**config.mk**
```make
export PLATFORM = sky130hd
export DESIGN_NAME = multicycle_seq
export DESIGN_NICKNAME = d
export VERILOG_FILES = /design/src/rtl/multicycle_seq.sv
export SDC_FILE = /design/constraint.sdc
export NUM_CORES = 1
export LEC_CHECK = 0
export CAP_MARGIN = 15
export CORE_MARGIN = 4
export CORE_UTILIZATION = 33
export DETAILED_ROUTE_END_ITERATION = 8
export GPL_ROUTABILITY_DRIVEN = 0
export MAX_ROUTING_LAYER = met4
export SYNTH_ARGS = -nofsm -noshare
export SYNTH_HDL_FRONTEND = slang
export SYNTH_SLANG_ARGS = --single-unit
```
**constraint.sdc**
```tcl
create_clock -name clk -period 2.85 [get_ports clk]
set_clock_uncertainty 0.2 [all_clocks]
set_input_delay 0.57 -clock clk [delete_from_list [all_inputs] [get_ports clk]]
set_output_delay 0.57 -clock clk [all_outputs]
set_load 0.02 [all_outputs]
```
**src/rtl/multicycle_seq.sv**
```systemverilog
// multicycle_seq: multi-cycle control sequencer for an RV32I core.
// Steps each instruction through FETCH/DECODE/EXEC/MEM/WB. One memory port
// is shared between instruction fetch and load/store. The block produces the
// IR/PC/register-file write enables, counts retired instructions, and halts in
// TRAP on an illegal opcode or when memory does not answer in time.
//
//  state  | meaning
//  FETCH  | read instruction word at PC, wait for mem_ready
//  DECODE | capture opcode, check legality
//  EXEC   | one ALU cycle; branches retire here
//  MEM    | load/store data access at ALU address, wait for mem_ready
//  WB     | register write-back and PC update
//  TRAP   | halted until reset, cause held
module multicycle_seq #(
    parameter int TIMEOUT = 16,
    parameter int CNT_W   = 32
) (
    input  logic             clk,
    input  logic             rst,
    input  logic [6:0]       opcode,
    input  logic             mem_ready,
    output logic             mem_req,
    output logic             mem_we,
    output logic             addr_sel,
    output logic             ir_we,
    output logic             pc_we,
    output logic             reg_we,
    output logic             retire,
    output logic [CNT_W-1:0] instret,
    output logic             trap,
    output logic [1:0]       trap_cause,
    output logic [2:0]       state
);

    localparam logic [2:0] S_FETCH  = 3'd0;
    localparam logic [2:0] S_DECODE = 3'd1;
    localparam logic [2:0] S_EXEC   = 3'd2;
    localparam logic [2:0] S_MEM    = 3'd3;
    localparam logic [2:0] S_WB     = 3'd4;
    localparam logic [2:0] S_TRAP   = 3'd7;

    localparam logic [6:0] OP_LOAD   = 7'b0000011;
    localparam logic [6:0] OP_STORE  = 7'b0100011;
    localparam logic [6:0] OP_BRANCH = 7'b1100011;

    localparam logic [1:0] C_ILLEGAL = 2'b01;
    localparam logic [1:0] C_FETCH   = 2'b10;
    localparam logic [1:0] C_DATA    = 2'b11;

    // wait_cnt only has to reach TIMEOUT-1
    localparam int            WCW       = (TIMEOUT > 1) ? $clog2(TIMEOUT) : 1;
    localparam logic [WCW-1:0] WAIT_LAST = WCW'(TIMEOUT - 1);

    logic [2:0]       state_q, state_d;
    logic [6:0]       op_q, op_d;
    logic [WCW-1:0]   wait_q, wait_d;
    logic [1:0]       cause_q, cause_d;
    logic [CNT_W-1:0] instret_q, instret_d;

    function automatic logic is_legal(input logic [6:0] op);
        case (op)
            7'b0010011, 7'b0000011, 7'b0100011, 7'b0110011, 7'b1100011,
            7'b1101111, 7'b1100111, 7'b0110111, 7'b0010111: is_legal = 1'b1;
            default:                                        is_legal = 1'b0;
        endcase
    endfunction

    // Next-state, wait counter and trap cause; wait_cnt is zero unless we stay waiting
    always_comb begin
        state_d = state_q;
        op_d    = op_q;
        wait_d  = '0;
        cause_d = cause_q;
        case (state_q)
            S_FETCH: begin
                if (mem_ready) begin
                    state_d = S_DECODE;
                end else if (wait_q == WAIT_LAST) begin
                    state_d = S_TRAP;
                    cause_d = C_FETCH;
                end else begin
                    wait_d = wait_q + WCW'(1);
                end
            end
            S_DECODE: begin
                op_d = opcode;
                if (is_legal(opcode)) begin
                    state_d = S_EXEC;
                end else begin
                    state_d = S_TRAP;
                    cause_d = C_ILLEGAL;
                end
            end
            S_EXEC: begin
                if (op_q == OP_LOAD || op_q == OP_STORE) begin
                    state_d = S_MEM;
                end else if (op_q == OP_BRANCH) begin
                    state_d = S_FETCH;
                end else begin
                    state_d = S_WB;
                end
            end
            S_MEM: begin
                if (mem_ready) begin
                    state_d = (op_q == OP_STORE) ? S_FETCH : S_WB;
                end else if (wait_q == WAIT_LAST) begin
                    state_d = S_TRAP;
                    cause_d = C_DATA;
                end else begin
                    wait_d = wait_q + WCW'(1);
                end
            end
            S_WB:    state_d = S_FETCH;
            S_TRAP:  state_d = S_TRAP;
            default: state_d = S_FETCH;
        endcase
    end

    // Per-state control outputs; the retire cycle is also the single PC update
    always_comb begin
        mem_req  = 1'b0;
        mem_we   = 1'b0;
        addr_sel = 1'b0;
        ir_we    = 1'b0;
        pc_we    = 1'b0;
        reg_we   = 1'b0;
        retire   = 1'b0;
        case (state_q)
            S_FETCH: begin
                mem_req = 1'b1;
                ir_we   = mem_ready;
            end
            S_EXEC: begin
                if (op_q == OP_BRANCH) begin
                    pc_we  = 1'b1;
                    retire = 1'b1;
                end
            end
            S_MEM: begin
                mem_req  = 1'b1;
                addr_sel = 1'b1;
                mem_we   = (op_q == OP_STORE);
                if (mem_ready && op_q == OP_STORE) begin
                    pc_we  = 1'b1;
                    retire = 1'b1;
                end
            end
            S_WB: begin
                reg_we = 1'b1;
                pc_we  = 1'b1;
                retire = 1'b1;
            end
            default: ;
        endcase
    end

    // Retired-instruction counter wraps naturally at 2^CNT_W
    always_comb begin
        instret_d = instret_q + CNT_W'(retire);
    end

    // State registers; reset overrides any pending transition or retire
    always_ff @(posedge clk) begin
        if (rst) begin
            state_q   <= S_FETCH;
            op_q      <= '0;
            wait_q    <= '0;
            cause_q   <= '0;
            instret_q <= '0;
        end else begin
            state_q   <= state_d;
            op_q      <= op_d;
            wait_q    <= wait_d;
            cause_q   <= cause_d;
            instret_q <= instret_d;
        end
    end

    assign instret    = instret_q;
    assign trap       = (state_q == S_TRAP);
    assign trap_cause = cause_q;
    assign state      = state_q;

endmodule

```
==> implementation parameters, run 1 <==
Parameter                              Value

Status
  Outcome    complete, but fails checks
  Failing checks    setup timing

STA
  Pin slew with the least headroom to its limit    699 ps
  Final cycle utilization of the critical path    102%
  Number of endpoints failing setup at the final stage    3
  Tmin final    2900 ps
  Final count of pins violating max slew    0
  RSZ-0062 raised after global routing    true
  Final count of hold timing violations    0
  Normalized max-slew margin    53.3%
  Worst-case setup margin in the final layout    -45.2 ps
  Maximum achievable frequency    0.345 GHz

Power
  Leakage power    1.19 nW
  Power per cell area    492 nW/um^2
  VDD IR max    approximately 0.00032 V
  Tot Pwr    1.62 mW

Clock network
  Insertion delay of the later-clocked pin in the worst-skew pair    ~300 ps
  Number of buffers inserted for hold repair after clock tree synthesis    0
  Root buffer cell    sky130_fd_sc_hd__clkbuf_8
  Clock tree from TritonCTS    yes
  Maximum root-to-sink buffer count    2
  CTS Sinks    48
  Clock slew at reported path FFs    90 ps
  Number of H-tree branching levels    2
  Number of buffers created by CTS    5

Yosys
  Mux share of post-synthesis cell area    3.44%
  Syn_nets    278
  Number of enable-type register cells in the synthesized netlist    0
  Top cells by instance count after synthesis    48 x sky130_fd_sc_hd__dfxtp_1, 48 x sky130_fd_sc_hd__nor2_1, 21 x sky130_fd_sc_hd__xnor2_1
  Post-synthesis share of cell area spent on xor and xnor gates    11.3%
  Largest family of logic cells by synthesized area    simple AND/OR/NAND/NOR gates
  Count of warnings emitted by yosys    0
  Area share of the leading cell type in the synthesized netlist    41.2%
  Proportion of synthesized chip area in sequential cells    41.2%
  Syn Std Cell Area    between 2000 and 2500 um^2
  Cell taking the most area after synthesis    sky130_fd_sc_hd__dfxtp_1
  Synth Register Bits    48
  Simple-gate share of the synthesized area    around 33%
  Count of different cell masters after synthesis    47
  Leading cell types by total area after synthesis    sky130_fd_sc_hd__dfxtp_1 41%, sky130_fd_sc_hd__xnor2_1 7.9%, sky130_fd_sc_hd__nor2_1 7.7%, sky130_fd_sc_hd__mux2i_1 3.4%, sky130_fd_sc_hd__xor2_1 3.4%
  Synth Area in Compound Gates    5.59%
  Count of mapped cells out of synthesis    265
  Synthesized area divided by synthesized cell count    8.79 um^2
  Prevailing post-synth register cell    sky130_fd_sc_hd__dfxtp_1
  Async set or reset register ratio after synthesis    0%
  Post-synthesis adder-cell area fraction    approximately 1.6%

Setup path
  CP max FO    8
  Crit path kind    flip-flop to flip-flop
  Arrival time at the worst endpoint    2890 ps
  CP Capture Type    flip-flop
  CP startpoint    op_q[3]
  Required time of the worst setup path    2840 ps
  Worst Setup Start Kind    flip-flop
  Origin of the critical flop-to-flop path    op_q[3]

Run
  Maximum capacitance violations    0

Final layout
  Number of antenna diodes    0
  Fraction of final layout cells sized beyond drive strength 1    17.2%
  Nets    349
  Syn-to-layout area delta    41.7%
  Total of fill cells in the finished design    686
  Finished Cell Area    3300 um^2

Worst hold path
  Critical hold path startpoint    wait_q[0]
  Worst Hold Class    flip-flop to flip-flop

Die
  Chip width    92.0 um
  DIE HEIGHT    92.0 um
  Total I/O pin count    55
  Site Rows    30
  Total Die Area    8470 um^2
  Floorplan core area    6830 um^2
  Initial core utilization    34.1%

Global route
  Number of antenna violations at the first check in global routing    0
  First-pass GRT wire length    9310 um
  Global route overflow    0
  Via count of the first global-routing pass    2017
  Combined global-route utilization of all metal layers    13.7%
  Maximum number of pins on one net before global-route repair    20

Placement
  Count of input and output buffers    54
  DP Wirelength    3990 um
  Post-placement cell area    3130 um^2
  Pre-CTS setup slack    -108 ps

Detailed routing
  Initial DRT Pass Iterations    4
  Post-detailed-route wirelength per cell    12.6 um
  Total length of routed wires    between 5000 and 6000 um
  Count of vias placed by the detailed router    between 2000 and 2500
  Detailed Route Iter0 Violations    76
  Via/cell ratio    4.83
  Antenna Nets Post-Route    0
  Remaining routing DRC violations    0
final cells by class:
cell class | instances | area, um^2 | share of cell area, %
clock buffers | 6 | 82.6 | 2.50
clock inverters | 2 | 15.0 | 0.455
inverters | 9 | 33.8 | 1.02
multi-input cells | 194 | 1360 | 41.3
flip-flops and latches | 48 | 963 | 29.2
well taps | 96 | 120 | 3.64
repair buffers | 78 | 723 | 21.9
layout by cell type, fill, tap and decap left out, drive strengths merged, types with 2 or more instances in the layout:
master          n
a21oi           3
a41oi           2
and2            3
and3            8
and4            3
buf            24
clkbuf          6
clkdlybuf4s15   2
clkdlybuf4s50  51
clkinvlp        2
dfxtp          48
ha              3
inv             9
mux2i           8
nand2          13
nand2b          4
nand3          12
nand3b          2
nand4           7
nor2           48
nor2b           7
nor3            9
nor3b           2
nor4           13
o21ai           3
xnor2          21
xor2            9
per-stage QoR:
stage               utilization (%)  hold WS (ps)  TNS (ps)  std cells
global placement               45.8           229      -312        421
CTS                            47.5           259      -306        431
floorplan                         -           218      -742        265
global route                   48.3           275     -1120        433
finish                         48.3           252      -105        433
detailed placement             45.8           243      -470        421
registers in the layout, summed over array words and instances, names as in the netlist:
name / cells
wait_q: 4
trap_cause: 2
op_q: 7
state: 3
instret: 32
final timing paths:
| path | to | slack [ps] | depth (start not counted) |
|---|---|---|---|
| setup / recovery | instret[18] | -50 | 13 |
| hold / removal | wait_q[0] | 250 | 1 |
| setup reg to reg | instret[18] | -50 | 13 |
| hold reg to reg | wait_q[0] | 250 | 1 |
per-layer routing:
| layer | part of all wire (%) | routed length [um] | vias up | track usage (%) |
|---|---|---|---|---|
| li1 | - | - | 1054 | - |
| met1 | 49 | 2670 | 979 | 17.8 |
| met2 | 46 | 2520 | 55 | 21.4 |
| met3 | 4.6 | 254 | 2 | 2.95 |
| met4 | 0.53 | 29 | 0 | 4.08 |
| met5 | 0 | 0 | - | - |
kinds of logic (layout without fill, tap and decap cells):
logic type / Yosys count / in the layout
adder cells (fa/ha/maj): 3 / 3
AO/OA/AOI/OAI: 18 / 18
buffers and inverters: 23 / 95
AND/OR/NAND/NOR: 135 / 135
flip-flops: 48 / 48
XOR/XNOR: 30 / 30
multiplexers: 8 / 8
report_power, final:
part	internal, mW	total (mW)	switching [mW]
registers	0.711	0.746	0.0341
clock network	0.197	0.433	0.237
logic	0.214	0.444	0.230
total	1.12	1.62	0.501
timing repair:
| item | in CTS | in global routing |
|---|---|---|
| endpoints found under the hold margin | 0 | 0 |
| setup buffers | 2 | 2 |
| pin swaps | 3 | 5 |
| gates resized for setup | 5 | 7 |
| setup endpoints to repair | 9 | 20 |
critical path: stages (launching register included):
cell and delay (ps):
sky130_fd_sc_hd__dfxtp_2 330, sky130_fd_sc_hd__nand3b_1 220, sky130_fd_sc_hd__nor4_4 210, sky130_fd_sc_hd__and3_4 250
sky130_fd_sc_hd__nand2_2 70, sky130_fd_sc_hd__o21ai_4 80, sky130_fd_sc_hd__ha_4 170, sky130_fd_sc_hd__ha_4 130
sky130_fd_sc_hd__nand2_2 50, sky130_fd_sc_hd__or4_4 630, sky130_fd_sc_hd__buf_4 190, sky130_fd_sc_hd__nor3_4 100
sky130_fd_sc_hd__xnor2_1 130, sky130_fd_sc_hd__nor2_1 50
Power figures use the tool's default switching activity.
==> inputs of run 2 (changes only) <==
--- a/config.mk
+++ b/config.mk
@@ -5,12 +5,14 @@
 export SDC_FILE = /design/constraint.sdc
 export NUM_CORES = 1
 export LEC_CHECK = 0
+export ABC_AREA = 0
 export CAP_MARGIN = 15
 export CORE_MARGIN = 4
 export CORE_UTILIZATION = 33
 export DETAILED_ROUTE_END_ITERATION = 8
 export GPL_ROUTABILITY_DRIVEN = 0
 export MAX_ROUTING_LAYER = met4
+export PLACE_DENSITY_LB_ADDON = 0.15
 export SYNTH_ARGS = -nofsm -noshare
 export SYNTH_HDL_FRONTEND = slang
 export SYNTH_SLANG_ARGS = --single-unit
==> constraint.sdc (replaced) <==
create_clock -name clk -period 2.6 [get_ports clk]
set_clock_uncertainty 0.2 [all_clocks]
set_input_delay 0.52 -clock clk [delete_from_list [all_inputs] [get_ports clk]]
set_output_delay 0.52 -clock clk [all_outputs]
set_load 0.02 [all_outputs]
==> implementation parameters, run 2 (synthesized netlist as in run 1, its figures left out) <==
Parameter                              Value

Global route
  Global route overflow    0 (unchanged)
  First-pass GRT wire length    9450 um (+1.5%)
  Via count of the first global-routing pass    2039 (+1.1%)
  Combined global-route utilization of all metal layers    13.8% (+0.14 points)
  Maximum number of pins on one net before global-route repair    24 (+20%)
  Number of antenna violations at the first check in global routing    0 (unchanged)

STA
  RSZ-0062 raised after global routing    true
  Normalized max-slew margin    64.7% (+11 points)
  Final count of pins violating max slew    0 (unchanged)
  Final cycle utilization of the critical path    110% (+8.0 points)
  Tmin final    2850 ps (-45.1 ps)
  Number of endpoints failing setup at the final stage    21 (+18)
  Worst-case setup margin in the final layout    -250 ps (-205 ps)
  Pin slew with the least headroom to its limit    523 ps (-176 ps)
  Final count of hold timing violations    0 (unchanged)
  Maximum achievable frequency    0.351 GHz (+1.6%)

Setup path
  Slack of the worst reg-to-reg path    -250 ps (-200 ps)
  CP max FO    8 (unchanged)
  CP Capture Type    flip-flop
  Worst Setup Start Kind    flip-flop
  Origin of the critical flop-to-flop path    op_q[3]
  FF-to-FF End    instret[28]
  Reg2reg path depth    11 (-2)
  Crit path kind    flip-flop to flip-flop
  Arrival time at the worst endpoint    2850 ps (-40 ps)
  Required time of the worst setup path    2600 ps (-240 ps)

Detailed routing
  Antenna Nets Post-Route    0 (unchanged)
  Met2 wirelength from detailed routing    2700 um (+7.4%)
  Remaining routing DRC violations    0 (unchanged)
  Initial DRT Pass Iterations    4 (unchanged)
  Detailed Route Iter0 Violations    42 (-45%)
  Total length of routed wires    5620 um (+2.6%)
  Post-detailed-route wirelength per cell    12.6 um (-0.34%)
  Count of vias placed by the detailed router    2124 (+1.6%)
  Top Layer Used    met4
  Via/cell ratio    4.76 (-1.3%)
  Sum of routed wire segments on met1    2580 um (-3.3%)
  Met3 wirelength from detailed routing    250 um (-1.6%)

Clock network
  Clock tree from TritonCTS    yes
  Number of H-tree branching levels    2 (unchanged)
  Insertion delay of the later-clocked pin in the worst-skew pair    300 ps (about the same)
  Maximum root-to-sink buffer count    2 (unchanged)
  Number of buffers created by CTS    5 (unchanged)
  Number of buffers inserted for hold repair after clock tree synthesis    0 (unchanged)
  Root buffer cell    sky130_fd_sc_hd__clkbuf_8
  CTS Sinks    48 (unchanged)
  Clock slew at reported path FFs    80 ps (about the same)

Worst hold path
  Critical hold path startpoint    wait_q[0]
  Destination of the worst hold path    wait_q[0]
  Worst Hold Class    flip-flop to flip-flop
  Hold Path Stages    1 (unchanged)

Final layout
  Most common cell after layout, fill and taps aside    sky130_fd_sc_hd__clkdlybuf4s50_1
  Footprint of the multi-input gates    1470 um^2 (+7.8%)
  Syn-to-layout area delta    50.8%
  Count of non-filler cells in the finished layout    446 (+3.0%)
  Commonest cells after routing, fill and taps aside    50 x sky130_fd_sc_hd__clkdlybuf4s50_1, 47 x sky130_fd_sc_hd__nor2_1, 45 x sky130_fd_sc_hd__dfxtp_1
  Finished Cell Area    3510 um^2 (+6.4%)
  Total of fill cells in the finished design    667 (-2.8%)
  Nets    362 (+3.7%)
  Seq. cell area    965 um^2 (+0.13%)
  Flip-flop count of the largest register after layout    32 (unchanged)
  Number of antenna diodes    0 (unchanged)
  Fraction of final layout cells sized beyond drive strength 1    23.7% (+6.5 points)
  Final core utilization    51.4% (+3.1 points)

Run
  Maximum capacitance violations    0 (unchanged)

Status
  Outcome    complete, but fails checks
  Failing checks    setup timing

Die
  DIE HEIGHT    92.0 um (unchanged)
  Site Rows    30 (unchanged)
  Total I/O pin count    55 (unchanged)
  Total Die Area    8470 um^2 (unchanged)
  Floorplan core area    6830 um^2 (unchanged)
  Chip width    92.0 um (unchanged)
  Initial core utilization    34.1% (unchanged)

Placement
  Count of input and output buffers    54 (unchanged)
  Post-placement cell area    3200 um^2 (+2.4%)
  DP Wirelength    4030 um (+0.78%)
  Placed Cells incl. Taps    426 (+1.2%)

Power
  Leakage power    1.35 nW (+14%)
  Power per cell area    506 nW/um^2 (+3.0%)
  VDD IR max    0.000303 V (-4.2%)
## run 2: cell count changes in the layout (fill, tap and decap cells not counted), moves of 5 or more
cell | previous run | this run
sky130_fd_sc_hd__nor4_4 | 3 | 8
sky130_fd_sc_hd__nor4_1 | 7 | 1
sky130_fd_sc_hd__buf_4 | 24 | 33
sky130_fd_sc_hd__buf_6 | 0 | 6
## run 2: area by class of cell
class                   count  area share, %
inverters                   9          0.962
multi-input cells         194           41.9
repair buffers             91           23.7
well taps                  96           3.42
clock buffers               8           2.57
flip-flops and latches     48           27.5
## run 2: report_power, final
part	total, mW	switching, mW	internal (mW)
logic	0.503	0.255	0.248
clock network	0.457	0.240	0.217
registers	0.819	0.0377	0.781
total	1.78	0.532	1.25
## run 2: per-stage QoR
step | worst slack, ps | setup TNS (ps) | hold WS (ps) | power [mW]
floorplan | -399 | -3400 | 218 | 1.11
global placement | -278 | -2390 | 232 | 1.32
detailed placement | -303 | -2770 | 243 | 1.32
CTS | -257 | -2230 | 255 | 1.78
global route | -402 | -5830 | 277 | 1.88
finish | -250 | -2410 | 249 | 1.78
## run 2: repair_timing
item                                   4_1_cts  5_1_grt
resized for setup                           25       13
endpoints found under the hold margin        0        0
buffers inserted                             6        9
cloned                                       0        0
pin swaps                                   16       17
setup endpoints to repair                   20       26
## run 2: worst max-delay path, stage by stage (launching register included)
cell and delay [ps]:
sky130_fd_sc_hd__dfxtp_2 320, sky130_fd_sc_hd__nand3b_1 220, sky130_fd_sc_hd__nor3_2 200, sky130_fd_sc_hd__a41oi_2 190, sky130_fd_sc_hd__o21ai_4 220, sky130_fd_sc_hd__ha_4 170, sky130_fd_sc_hd__ha_4 120, sky130_fd_sc_hd__nand2_2 50
sky130_fd_sc_hd__or4_4 600, sky130_fd_sc_hd__nor4b_4 260, sky130_fd_sc_hd__xnor2_1 140, sky130_fd_sc_hd__nor2_1 50
## run 2: how the worst max path moves through the flow
stage                     slack, ps          end       from
after global placement         -280  instret[26]  mem_ready
after floorplan                -400  instret[28]    op_q[3]
after global routing           -400  instret[28]    op_q[3]
final                          -250  instret[28]    op_q[3]
after CTS                      -260  instret[26]    op_q[3]
after detailed placement       -300  instret[26]  mem_ready
## run 2: per-layer routing
layer  vias to the layer above  track usage (%)
met5                         -                -
met4                         0             4.46
met3                        10             2.38
met2                        44             22.9
met1                       991             17.2
li1                       1079                -
==> inputs of run 3 (changes only) <==
--- a/config.mk
+++ b/config.mk
@@ -16,3 +16,4 @@
 export SYNTH_ARGS = -nofsm -noshare
 export SYNTH_HDL_FRONTEND = slang
 export SYNTH_SLANG_ARGS = --single-unit
+export TNS_END_PERCENT = 30
==> implementation parameters, run 3 (synthesized netlist as in run 1, its figures left out) <==
Parameter                              Value

Status
  Outcome    complete, but fails checks
  Failing checks    setup timing

Detailed routing
  Count of vias placed by the detailed router    2080 (-2.1%)
  Initial DRT Pass Iterations    4 (unchanged)
  Via/cell ratio    4.73 (-0.74%)
  Antenna Nets Post-Route    0 (unchanged)
  Total length of routed wires    5490 um (-2.3%)
  Detailed Route Iter0 Violations    49 (+17%)
  Post-detailed-route wirelength per cell    12.5 um (-0.93%)
  Remaining routing DRC violations    0 (unchanged)

Placement
  DP Wirelength    3920 um (-2.7%)
  Count of input and output buffers    54 (unchanged)
  Pre-CTS setup slack    -317 ps (-14.1 ps)

STA
  Maximum achievable frequency    0.346 GHz (-1.4%)
  Worst hold slack    257 ps (+8.41 ps)
  Final TNS setup    -1910 ps (+494 ps)
  Worst-case setup margin in the final layout    -291 ps (-40.6 ps)
  Number of endpoints failing setup at the final stage    13 (-38%)
  Tmin final    2890 ps (+40.6 ps)
  Normalized max-slew margin    67.5% (+2.8 points)
  RSZ-0062 raised after global routing    true
  Pin slew with the least headroom to its limit    481 ps (-42.0 ps)
  Final cycle utilization of the critical path    111% (+1.6 points)
  Final count of hold timing violations    0 (unchanged)
  Final count of pins violating max slew    0 (unchanged)

Setup path
  CP startpoint    op_q[3]
  Origin of the critical flop-to-flop path    op_q[3]
  Cell with the biggest individual delay on the critical path    sky130_fd_sc_hd__or4_4
  Cells along the critical path    nand3b_1 -> nor3_2 -> a41oi_2 -> o21ai_4 -> ha_4 -> ha_4 -> nand2_2 -> or4_4 -> buf_4 -> nor3_2 -> xnor2_1 -> nor2_1
  CP Capture Type    flip-flop
  Slowest stage delay, CP    620 ps (+20 ps)
  CP max FO    8 (unchanged)
  Worst Setup Start Kind    flip-flop
  Reg2reg path depth    12 (+1)
  Largest delay contributor family on the critical path    simple AND/OR/NAND/NOR gates
  Required time of the worst setup path    2590 ps (about the same)
  Slack of the worst reg-to-reg path    -290 ps (-40 ps)
  Worst path bufs/invs    1 (+1)
  WP depth    12 (+1)
  FF-to-FF End    instret[18]
  Crit path kind    flip-flop to flip-flop
  Arrival time at the worst endpoint    2880 ps (+30 ps)
  Worst setup path endpoint    instret[18]

Clock network
  CTS Sinks    48 (unchanged)
  Root buffer cell    sky130_fd_sc_hd__clkbuf_8
  Clock slew at reported path FFs    90 ps (about the same)
  Number of H-tree branching levels    2 (unchanged)
  Clock tree from TritonCTS    yes
  Insertion delay of the later-clocked pin in the worst-skew pair    300 ps (about the same)
  Number of buffers created by CTS    5 (unchanged)
  Maximum root-to-sink buffer count    2 (unchanged)

Power
  Leakage power    1.29 nW (-4.4%)
  VDD IR max    0.000327 V (+8.1%)
  Power per cell area    511 nW/um^2 (+0.88%)

Die
  Site Rows    30 (unchanged)
  Chip width    92.0 um (unchanged)
  Total I/O pin count    55 (unchanged)
  DIE HEIGHT    92.0 um (unchanged)
  Floorplan core area    6830 um^2 (unchanged)
  Total Die Area    8470 um^2 (unchanged)
  Initial core utilization    34.1% (unchanged)

Global route
  Number of antenna violations at the first check in global routing    0 (unchanged)
  Met3 GRT Util    3.36% (+0.98 points)
  Global-route met2 utilization    22.7% (-0.12 points)
  Most heavily used metal layer in global routing    met2
  Via count of the first global-routing pass    2070 (+1.5%)
  First-pass GRT wire length    9310 um (-1.5%)
  Global route overflow    0 (unchanged)
  Fraction of met1 tracks used by global routing    16.6% (-0.60 points)
  Maximum number of pins on one net before global-route repair    39 (+63%)
  Combined global-route utilization of all metal layers    13.8% (-0.027 points)

Final layout
  Most common cell after layout, fill and taps aside    sky130_fd_sc_hd__clkdlybuf4s50_1
  Syn-to-layout area delta    47.2%
  Fraction of final layout cells sized beyond drive strength 1    21.8% (-1.9 points)
  Nets    356 (-1.7%)
  Number of antenna diodes    0 (unchanged)
  Commonest cells after routing, fill and taps aside    50 x sky130_fd_sc_hd__clkdlybuf4s50_1, 48 x sky130_fd_sc_hd__nor2_1, 45 x sky130_fd_sc_hd__dfxtp_1
  Flip-flop count of the largest register after layout    32 (unchanged)

Worst hold path
  Worst Hold Class    flip-flop to flip-flop

Run
  Maximum capacitance violations    0 (unchanged)
run 3: changes by cell type in the layout (fill, tap and decap cells not counted), moves of 2 or more:
cell,delta
sky130_fd_sc_hd__buf_2,+2
sky130_fd_sc_hd__buf_4,-2
sky130_fd_sc_hd__dlygate4sd2_1,-2
sky130_fd_sc_hd__buf_6,-5
run 3: through the flow:
stage	cell area [um^2]	power (mW)	utilization, %	cells
after floorplan	2390	1.11	-	265
after detailed placement	3180	1.31	46.6	428
after global placement	3180	1.31	46.6	428
after global routing	3430	1.85	50.2	440
after CTS	3370	1.77	49.3	439
final	3430	1.75	50.2	440
run 3: cell type report:
| type | count | area (um^2) |
|---|---|---|
| Inverter | 9 | 33.8 |
| Tap cell | 96 | 120 |
| Fill cell | 673 | 3400 |
| Clock buffer | 8 | 90.1 |
| Multi-Input combinational cell | 194 | 1460 |
| Timing Repair Buffer | 85 | 764 |
| Sequential cell | 48 | 965 |
run 3: worst min path at each step:
| stage | slack, ps | start | depth (start not counted) | end |
|---|---|---|---|---|
| CTS | 270 | wait_q[0] | 1 | wait_q[0] |
| global route | 290 | wait_q[0] | 1 | wait_q[0] |
| detailed placement | 250 | wait_q[0] | 1 | wait_q[0] |
| global placement | 230 | wait_q[0] | 1 | wait_q[0] |
| floorplan | 220 | wait_q[0] | 1 | wait_q[0] |
| finish | 260 | wait_q[0] | 1 | wait_q[0] |
run 3: what timing repair did:
action,4_1_cts,5_1_grt
resized for setup,24,9
setup endpoints to repair,21,27
buffers inserted,3,1
pin swaps,0,8
hold buffers,0,0
run 3: per-layer routing:
metal / routed length (um) / vias up
li1: - / 1062
met1: 2570 / 967
met2: 2590 / 45
met3: 252 / 6
met4: 78 / 0
met5: 0 / -
run 3: worst reg2reg max path, cell delays in order, from the launching register on:
cell and delay [ps]:
sky130_fd_sc_hd__dfxtp_2 320, sky130_fd_sc_hd__nand3b_1 220, sky130_fd_sc_hd__nor3_2 250, sky130_fd_sc_hd__a41oi_2 160, sky130_fd_sc_hd__o21ai_4 190, sky130_fd_sc_hd__ha_4 160
sky130_fd_sc_hd__ha_4 120, sky130_fd_sc_hd__nand2_2 50, sky130_fd_sc_hd__or4_4 620, sky130_fd_sc_hd__buf_4 180, sky130_fd_sc_hd__nor3_2 110, sky130_fd_sc_hd__xnor2_1 130
sky130_fd_sc_hd__nor2_1 50
run 3: report_power, final:
group,internal (mW),switching (mW)
combinational,0.226,0.250
clock,0.217,0.242
sequential,0.781,0.0343
